`src/rtl/cpu_pkg.sv`:
```
// Shared definitions for the accumulator CPU: widths, opcodes, fetch states.
package cpu_pkg;

  localparam int OP_W   = 5;
  localparam int ADDR_W = 11;
  localparam int INSN_W = OP_W + ADDR_W;

  // Opcode map (instruction word MSBs)
  localparam logic [4:0] OP_LDA  = 5'd1;
  localparam logic [4:0] OP_ADD  = 5'd2;
  localparam logic [4:0] OP_OUT  = 5'd3;
  localparam logic [4:0] OP_STR  = 5'd4;
  localparam logic [4:0] OP_SUB  = 5'd5;
  localparam logic [4:0] OP_JMP  = 5'd6;
  localparam logic [4:0] OP_SWAP = 5'd7;
  localparam logic [4:0] OP_SDL  = 5'd8;
  localparam logic [4:0] OP_SDH  = 5'd9;
  localparam logic [4:0] OP_HLT  = 5'd31;

  // Fetch sequencer states
  typedef enum logic [1:0] {
    REQ   = 2'd0,
    ISSUE = 2'd1,
    HALT  = 2'd2
  } fetch_state_e;

endpackage

```
`src/rtl/cpu_ifetch_pc.sv`:
```
// Program counter: jump load has priority over increment; wraps naturally.
module cpu_ifetch_pc #(
  parameter int ADDR_W = 11
) (
  input  logic              clk,
  input  logic              rst,
  input  logic              load,
  input  logic [ADDR_W-1:0] load_addr,
  input  logic              inc,
  output logic [ADDR_W-1:0] pc
);

  import cpu_pkg::*;

  // pc register; top-of-range increment rolls over to zero
  always_ff @(posedge clk or posedge rst) begin
    if (rst)       pc <= '0;
    else if (load) pc <= load_addr;
    else if (inc)  pc <= pc + ADDR_W'(1);
  end

endmodule

```
`src/rtl/cpu_ifetch.sv`:
```
// Instruction fetch: reads program memory, issues opcode/obj over valid/ready,
// applies controller jumps and stops on HLT.
module cpu_ifetch #(
  parameter int ADDR_W = 11,
  parameter int OP_W   = 5
) (
  input  logic                   clk,
  input  logic                   rst_clk,
  output logic                   mem_req,
  output logic [ADDR_W-1:0]      mem_addr,
  input  logic [OP_W+ADDR_W-1:0] mem_rdata,
  input  logic                   mem_ack,
  output logic [OP_W-1:0]        opcode,
  output logic [ADDR_W-1:0]      obj,
  output logic                   ir_valid,
  input  logic                   ir_ready,
  input  logic                   jmp_en,
  input  logic [ADDR_W-1:0]      jmp_addr,
  output logic [ADDR_W-1:0]      pc,
  output logic                   halted
);

  import cpu_pkg::*;

  fetch_state_e      state, state_n;
  logic              flush, flush_n;
  logic              mem_req_n, ir_valid_n, halted_n;
  logic [ADDR_W-1:0] mem_addr_n, obj_n;
  logic [OP_W-1:0]   opcode_n;
  logic              pc_load, pc_inc;

  logic [OP_W-1:0]   rd_op;
  logic [ADDR_W-1:0] rd_obj;

  assign rd_op  = mem_rdata[OP_W+ADDR_W-1 -: OP_W];
  assign rd_obj = mem_rdata[ADDR_W-1:0];

  cpu_ifetch_pc #(.ADDR_W(ADDR_W)) u_pc (
    .clk       (clk),
    .rst       (rst_clk),
    .load      (pc_load),
    .load_addr (jmp_addr),
    .inc       (pc_inc),
    .pc        (pc)
  );

  // State and registered outputs
  always_ff @(posedge clk or posedge rst_clk) begin
    if (rst_clk) begin
      state    <= REQ;
      flush    <= 1'b0;
      mem_req  <= 1'b0;
      mem_addr <= '0;
      opcode   <= '0;
      obj      <= '0;
      ir_valid <= 1'b0;
      halted   <= 1'b0;
    end else begin
      state    <= state_n;
      flush    <= flush_n;
      mem_req  <= mem_req_n;
      mem_addr <= mem_addr_n;
      opcode   <= opcode_n;
      obj      <= obj_n;
      ir_valid <= ir_valid_n;
      halted   <= halted_n;
    end
  end

  // Next-state / next-output logic; a jump outranks every other event
  always_comb begin
    state_n    = state;
    flush_n    = flush;
    mem_req_n  = mem_req;
    mem_addr_n = mem_addr;
    opcode_n   = opcode;
    obj_n      = obj;
    ir_valid_n = ir_valid;
    halted_n   = halted;
    pc_load    = 1'b0;
    pc_inc     = 1'b0;

    unique case (state)
      REQ: begin
        if (!mem_req) begin
          // First cycle out of reset: open the request at the current target
          mem_req_n = 1'b1;
          if (jmp_en) begin
            pc_load    = 1'b1;
            mem_addr_n = jmp_addr;
          end else begin
            mem_addr_n = pc;
          end
        end else if (mem_ack) begin
          if (jmp_en) begin
            // Data belongs to the old path; restart straight at the target
            pc_load    = 1'b1;
            mem_addr_n = jmp_addr;
            flush_n    = 1'b0;
          end else if (flush) begin
            // Stale fetch from before a jump; pc already holds the target
            flush_n    = 1'b0;
            mem_addr_n = pc;
          end else if (rd_op == OP_W'(OP_HLT)) begin
            mem_req_n = 1'b0;
            halted_n  = 1'b1;
            state_n   = HALT;
          end else begin
            opcode_n   = rd_op;
            obj_n      = rd_obj;
            ir_valid_n = 1'b1;
            mem_req_n  = 1'b0;
            pc_inc     = 1'b1;
            state_n    = ISSUE;
          end
        end else if (jmp_en) begin
          // Bus read stays in flight at the old address; mark it for discard
          pc_load = 1'b1;
          flush_n = 1'b1;
        end
      end

      ISSUE: begin
        if (jmp_en) begin
          // Any handshake this cycle still completes; unaccepted insn is lost
          pc_load    = 1'b1;
          ir_valid_n = 1'b0;
          mem_req_n  = 1'b1;
          mem_addr_n = jmp_addr;
          state_n    = REQ;
        end else if (ir_valid && ir_ready) begin
          ir_valid_n = 1'b0;
          mem_req_n  = 1'b1;
          mem_addr_n = pc;
          state_n    = REQ;
        end
      end

      HALT: begin
        mem_req_n  = 1'b0;
        ir_valid_n = 1'b0;
      end

      default: begin
        state_n    = REQ;
        mem_req_n  = 1'b0;
        ir_valid_n = 1'b0;
      end
    endcase
  end

endmodule

```
`config.mk`:
```
export PLATFORM = sky130hd
export DESIGN_NAME = cpu_ifetch
export DESIGN_NICKNAME = d
export VERILOG_FILES = /design/src/rtl/cpu_pkg.sv /design/src/rtl/cpu_ifetch_pc.sv /design/src/rtl/cpu_ifetch.sv
export SDC_FILE = /design/constraint.sdc
export NUM_CORES = 1
export LEC_CHECK = 0
export ABC_AREA = 0
export CORE_UTILIZATION = 40
export DETAILED_ROUTE_END_ITERATION = 10
export PLACE_DENSITY = 0.72
export SETUP_SLACK_MARGIN = 0.4
export SLEW_MARGIN = 15
export SYNTH_ARGS = -nofsm -noshare
export SYNTH_HDL_FRONTEND = slang
export SYNTH_SLANG_ARGS = --single-unit
```
`constraint.sdc`:
```
create_clock -name clk -period 2.06 [get_ports clk]
set_input_delay 0.618 -clock clk [delete_from_list [all_inputs] [get_ports clk]]
set_output_delay 0.618 -clock clk [all_outputs]
set_load 0.05 [all_outputs]
```
* Yosys cells after proc, flatten, opt, wreduce, memory -nomap -nowiden
Index checks and enable logic that the tools add are counted.
** Storage, ports and cells
- Bits in registers :: 44
- Input port bits :: 32
- Output and inout bits :: 41
** Cells by class
- Add/subtract/negate cells :: 1
- Equal/unequal tests :: 11
- Mux-type cells :: 43
- Bitwise logic cells :: 4
- Reductions and logical operators :: 12
** Operators with widths (number)
- 11-bit 2-to-1 mux :: 9
- 6-bit AND reduction :: 4
- 1-bit 2-to-1 mux :: 23
- 11-bit one-hot mux with 2 select lines :: 1
- 2-bit 2-to-1 mux :: 7
- 11-bit by 1-bit adder with 11-bit output (second input constant) :: 1
- 2-bit != test (second input constant) :: 5
- 3-bit != test (second input constant) :: 2
- 2-bit one-hot mux with 3 select lines :: 1
- 2-bit nonzero test :: 3
- 5-bit == test (second input constant) :: 1
- 4-bit != test (second input constant) :: 1
- 1-bit NOT :: 4
- 1-bit one-hot mux with 2 select lines :: 2
- 4-bit AND reduction :: 1
- 3-bit AND reduction :: 1
- 2-bit by 1-bit == test with 1-bit output (second input constant) :: 1
- 2-bit == test (second input constant) :: 1
- 2-bit zero test :: 1
- 2-bit OR reduction :: 1
- 1-bit logical AND :: 1

* Depth between registers and ports, before layout
- Word-level depth :: 9
- Gate-level depth with buffers :: 7
- Depth with buffers taken out :: 5

* Cells and area by module
A second synthesis with hierarchy kept.
** Second synthesis, totals
- Cell total of the unflattened synthesis :: 183
- Area, all modules :: 2183.3 µm²
** By module, submodules not included
- cpu_ifetch :: instances 1, cells each 114, area each 1549.0 µm², seq. area each 825.8 µm²
- cpu_ifetch_pc :: instances 1, cells each 69, area each 634.4 µm², seq. area each 275.3 µm²

* Worst setup path before layout
Ideal clock, no wire load.
- Path kind :: input to register
- From :: input port jmp_en
- To :: register u_pc.pc[5]
- Library setup time :: 82 ps
- Arrival time :: 1833 ps
- Data required time :: 1978 ps
- Slack :: 145 ps
- Cell stages on the path :: 5
- Cells stage by stage :: buf_2 -> nor3b_4 -> o211ai_4 -> or4_1 -> a31oi_1
** Between the ends
- Cells in the longest elaborated chain, start to end :: 5
- Elaborated cells on any way between the ends :: 8
- Classes of those cells :: mux (7); reduce/logical (1)
** Ends and longest elaborated chain
- from (decl) :: RTL line cpu_ifetch.sv:17 : input logic jmp_en,
- 1-bit 2-to-1 mux :: RTL line cpu_ifetch.sv:95 : if (jmp_en) begin
- 1-bit 2-to-1 mux :: RTL line cpu_ifetch.sv:94 : end else if (mem_ack) begin
- 1-bit 2-to-1 mux :: RTL line cpu_ifetch.sv:85 : if (!mem_req) begin
- 1-bit 2-to-1 mux :: RTL line cpu_ifetch.sv:83 : unique case (state)
- 2-bit nonzero test (no source line)
- to (signal assigned) :: RTL line cpu_ifetch_pc.sv:18 : else if (load) pc <= load_addr;
- to (signal assigned) :: RTL line cpu_ifetch_pc.sv:19 : else if (inc) pc <= pc + ADDR_W'(1);
- to (decl) :: RTL line cpu_ifetch_pc.sv:10 : output logic [ADDR_W-1:0] pc
Several ways; a longest one is shown, not always the timed one.
A chain may end at the register's enable or synchronous reset.

* Worst setup path after layout
- From :: register u_pc.pc[8]
- To :: output port pc[8]
** RTL lines
- to (decl) :: RTL line cpu_ifetch.sv:19 : output logic [ADDR_W-1:0] pc,
No word-level cell between the ends.

==> summary by stage <==
Logic synthesis
The gate count of the mapped netlist is 226. The warning count from the yosys run is 0. The net count after synthesis is 259. The count of different cell masters after synthesis is 34. A synthesized cell averages 9.27 µm².

Yosys instantiated no cell more often than nand2_1. Of the post-synthesis cell area, the dominant cell type holds 0.525. The dominant register cell in the synthesized netlist is dfrtp_1. The mapped netlist covers about 0.0021 mm². For this run, asynchronously set or reset flops after synthesis account for 1.00. Sorting the synthesized cells by how often they occur yields 56 x nand2_1, 44 x dfrtp_1, 23 x nor2_1, 14 x a21oi_1, 11 x mux2i_1.

Counting flops and latches in the post-synthesis netlist gives between 40 and 50. The dominant cell type by area after synthesis is dfrtp_1. In this run, synthesis inferred 0 flip-flops with an integrated enable. Ranked by total cell area, the synthesized netlist is headed by dfrtp_1 53%, nand2_1 10%, mux2i_1 5.3%.

Of the synthesized area, sequential elements account for 0.525.

Timing
The worst slew slack as a fraction of its limit is 0.788. For the pin with the worst max-slew slack, the measured transition is 0.318 ns. The fmax is 0.611 GHz. The max-slew violation count is 0.

Setup repair after global routing could not meet its margin everywhere. Hold is met by 0.484 ns. The time the worst path needs with I/O delays and setup is 1.64 ns. The clock arrives with 0.0117 ns of skew. The worst setup margin is roughly 0.42 ns. Dividing the final minimum period by the clock period gives 0.795. The final-report hold violation count is 0.

Setup violations remaining at the end of the flow were counted as 0.

Power and ir drop
For this design the ratio of total power to cell area is between 1000 and 1500 mW/mm². Of the total power, combinational logic draws 0.547. The reported leakage power is 1.48 nW. The part of the total power dissipated in sequential elements is 0.310. Summed over all nets, the switching power comes to 2.27 mW.

The portion of total power attributed to the clock network is 0.143. Of the total power, the share spent switching nets is 0.486. The total chip power is about 4.7 mW. The internal power component is 2.40 mW. The worst supply voltage drop on vdd is 769 µV.

Clocking
The H-tree depth is 2. TritonCTS built the clock tree. The clock buffer count from CTS is 5. The number of sinks on the clock net is 44.

The root buffer cell chosen for the clock tree is clkbuf_8. The deepest clock path buffer count is 2. Clock-pin slew was measured on the worst setup and hold paths at 0.08 ns. At the later pin of the worst-skew pair, clock insertion delay measures between 0.3 and 0.4 ns.

Global routing
The initial antenna violation count came to 0. Entering global routing, the biggest net connects 45 pins. The global route total overflow is 0. The number of global-route vias before repair is 1,833. Across every metal layer, demand over resource in global routing totals 0.217. The first global-routing pass estimated 9020 µm of wire.

Detailed routing
The DRC violations left is 0. The routed layout has just under 2,000 vias. The detailed router finished its first iteration with 86 violations. After detailed routing, the number of vias per cell comes to between 5 and 6.

Once detail routing completed, the nets flagged for antenna violations numbered 0. The average wire per standard cell is 14.4 µm. The total routed wirelength is ~5700 µm. The first detailed-routing pass took 4 iterations.

Worst setup path
Among cell families on the critical path, the largest total delay comes from flip-flops. The worst setup path is launched from a flip-flop. The count of buffering cells on the critical path with inverters included is 1.

STA classifies the critical path endpoint as an output port. The standard cell with the maximum stage delay on the critical path is dfrtp_1. The worst setup path is of the flip-flop to output port kind. For this run, the slowest stage of the critical path takes 0.47 ns. The signal on the critical path passes through buf_4. In this run the worst path has a maximum fanout of 6. The data arrival time of the critical path is 1.02 ns. STA puts the critical path data required time at 1.44 ns.

Finish
The ratio of cells with drive above 1 in the final layout is 0.304. The area taken by flip-flops and latches is around 0.0011 mm². The antenna cell count is 0. For this run, the post-layout net count is 358.

Once layout is done, the placed cells without fillers occupy between 0.003 and 0.004 mm². Fill cells in the final layout number 431. The area growth from synthesis to layout is 49.9%. The area of the multi-input gates is 930 µm².

Place
The area of placed instances is 0.00296 mm². Once detailed placement completed, the half-perimeter wirelength came to 4010 µm. Routability-driven placement finished with a final weighted congestion of 0.854.

The number of input and output port buffers inserted is slightly above 70. OpenSTA, run right after detailed placement, puts the worst setup slack at -0.208 ns.

Floorplan
For this configuration, the core starts out at a cell density of 0.429. For this design the top-level I/O count stands at between 70 and 80. The die boundary height is 74.4 µm. In this run the horizontal extent of the chip is roughly 74 µm. The area of the placeable core is 0.00488 mm². The number of core rows is 25.

The floorplan step defined a die boundary enclosing 0.00553 mm².

Hold path
The class of the most critical hold timing path is flip-flop to flip-flop.

Job
The tool flagged a number of max-cap violations equal to 0.

Status
The run finished with clean final reports.
==> registers in the layout, indices dropped and copies added (netlist names) <==
| name | count |
|---|---|
| mem_addr | 11 |
| obj | 11 |
| u_pc.pc | 11 |
| opcode | 5 |
| state | 2 |
| flush | 1 |
| halted | 1 |
| ir_valid | 1 |
| mem_req | 1 |
==> metrics by stage <==
step	TNS [ns]	utilization	std cells
finish	0	0.644	393
global route	0	0.644	393
CTS	0	0.641	391
detailed placement	-6.05	0.607	377
global placement	-4.80	0.607	377
floorplan	0	-	226
==> layout make-up <==
| type | instances | area share |
|---|---|---|
| inverter | 4 | 0.00478 |
| timing repair buffer | 104 | 0.284 |
| sequential | 44 | 0.354 |
| multi-input combinational | 166 | 0.296 |
| clock inverter | 3 | 0.0135 |
| clock buffer | 5 | 0.0219 |
| tap | 67 | 0.0267 |
==> routing by layer <==
| metal | vias up | global-route usage | part of all wire |
|---|---|---|---|
| met1 | 954 | 0.310 | 0.48 |
| met5 | - | 0 | 0 |
| met4 | 0 | 0.0713 | 0.010 |
| met2 | 46 | 0.328 | 0.47 |
| met3 | 7 | 0.0447 | 0.035 |
| li1 | 981 | - | - |
==> layout by cell type, fill, tap and decap left out, types with 2 or more instances in the layout <==
cell type	netlist	final
a211oi_1	4	4
a21oi_1	14	14
a31oi_1	9	9
and3_1	4	4
and4_1	3	3
buf_12	0	2
buf_2	3	2
buf_4	0	64
buf_6	1	6
clkbuf_8	0	5
clkdlybuf4s15_1	0	4
clkdlybuf4s50_1	0	23
dfrtp_1	44	36
dfrtp_2	0	8
dlygate4sd2_1	0	2
inv_1	4	2
mux2i_1	11	11
nand2_1	56	56
nand3_1	4	4
nand4_1	4	4
nor2_1	23	23
nor2b_1	3	3
nor3_1	3	3
nor3b_4	2	2
o21ai_0	8	7
or3_1	5	5
==> final timing paths <==
kind                                  from    endpoint  slack, ns  depth (start not counted)
worst min-delay path               obj[10]     obj[10]       0.48                          2
max in group asynchronous          rst_clk  u_pc.pc[4]       1.18                          3
worst max register to register    state[0]  u_pc.pc[9]       0.44                          5
min in group asynchronous          rst_clk     mem_req       0.65                          3
worst max-delay path            u_pc.pc[8]       pc[8]       0.42                          1
worst min register to register     obj[10]     obj[10]       0.48                          2
==> logic make-up after synthesis <==
| logic type | count (synthesis) | synth area share |
|---|---|---|
| buf+inv | 16 | 0.0340 |
| simple gates | 111 | 0.249 |
| compound gates | 43 | 0.133 |
| mux | 11 | 0.0525 |
| fa+ha+maj | 1 | 0.00597 |
| flops | 44 | 0.525 |
==> worst min-delay path, cell delays in order, from the launching register on <==
cell and delay, ns:
dfrtp_1 0.35, nand2_1 0.05, nand2_1 0.05
==> repair_timing <==
item / in CTS / in global routing
cloned: 3 / 0
pin swaps: 10 / 7
setup endpoints to repair: 42 / 29
resized for setup: 21 / 7
setup buffers: 3 / 2
hold buffers: 0 / 0
==> power groups by stage <==
stage / logic [mW] / clock network [mW] / registers, mW
floorplan: 0.609 / 0 / 2.50
global route: 2.71 / 0.703 / 1.50
global placement: 2.42 / 0 / 1.45
detailed placement: 2.45 / 0 / 1.46
CTS: 2.55 / 0.676 / 1.45
finish: 2.56 / 0.666 / 1.45
Note: power is estimated with default switching activity, not from simulation.
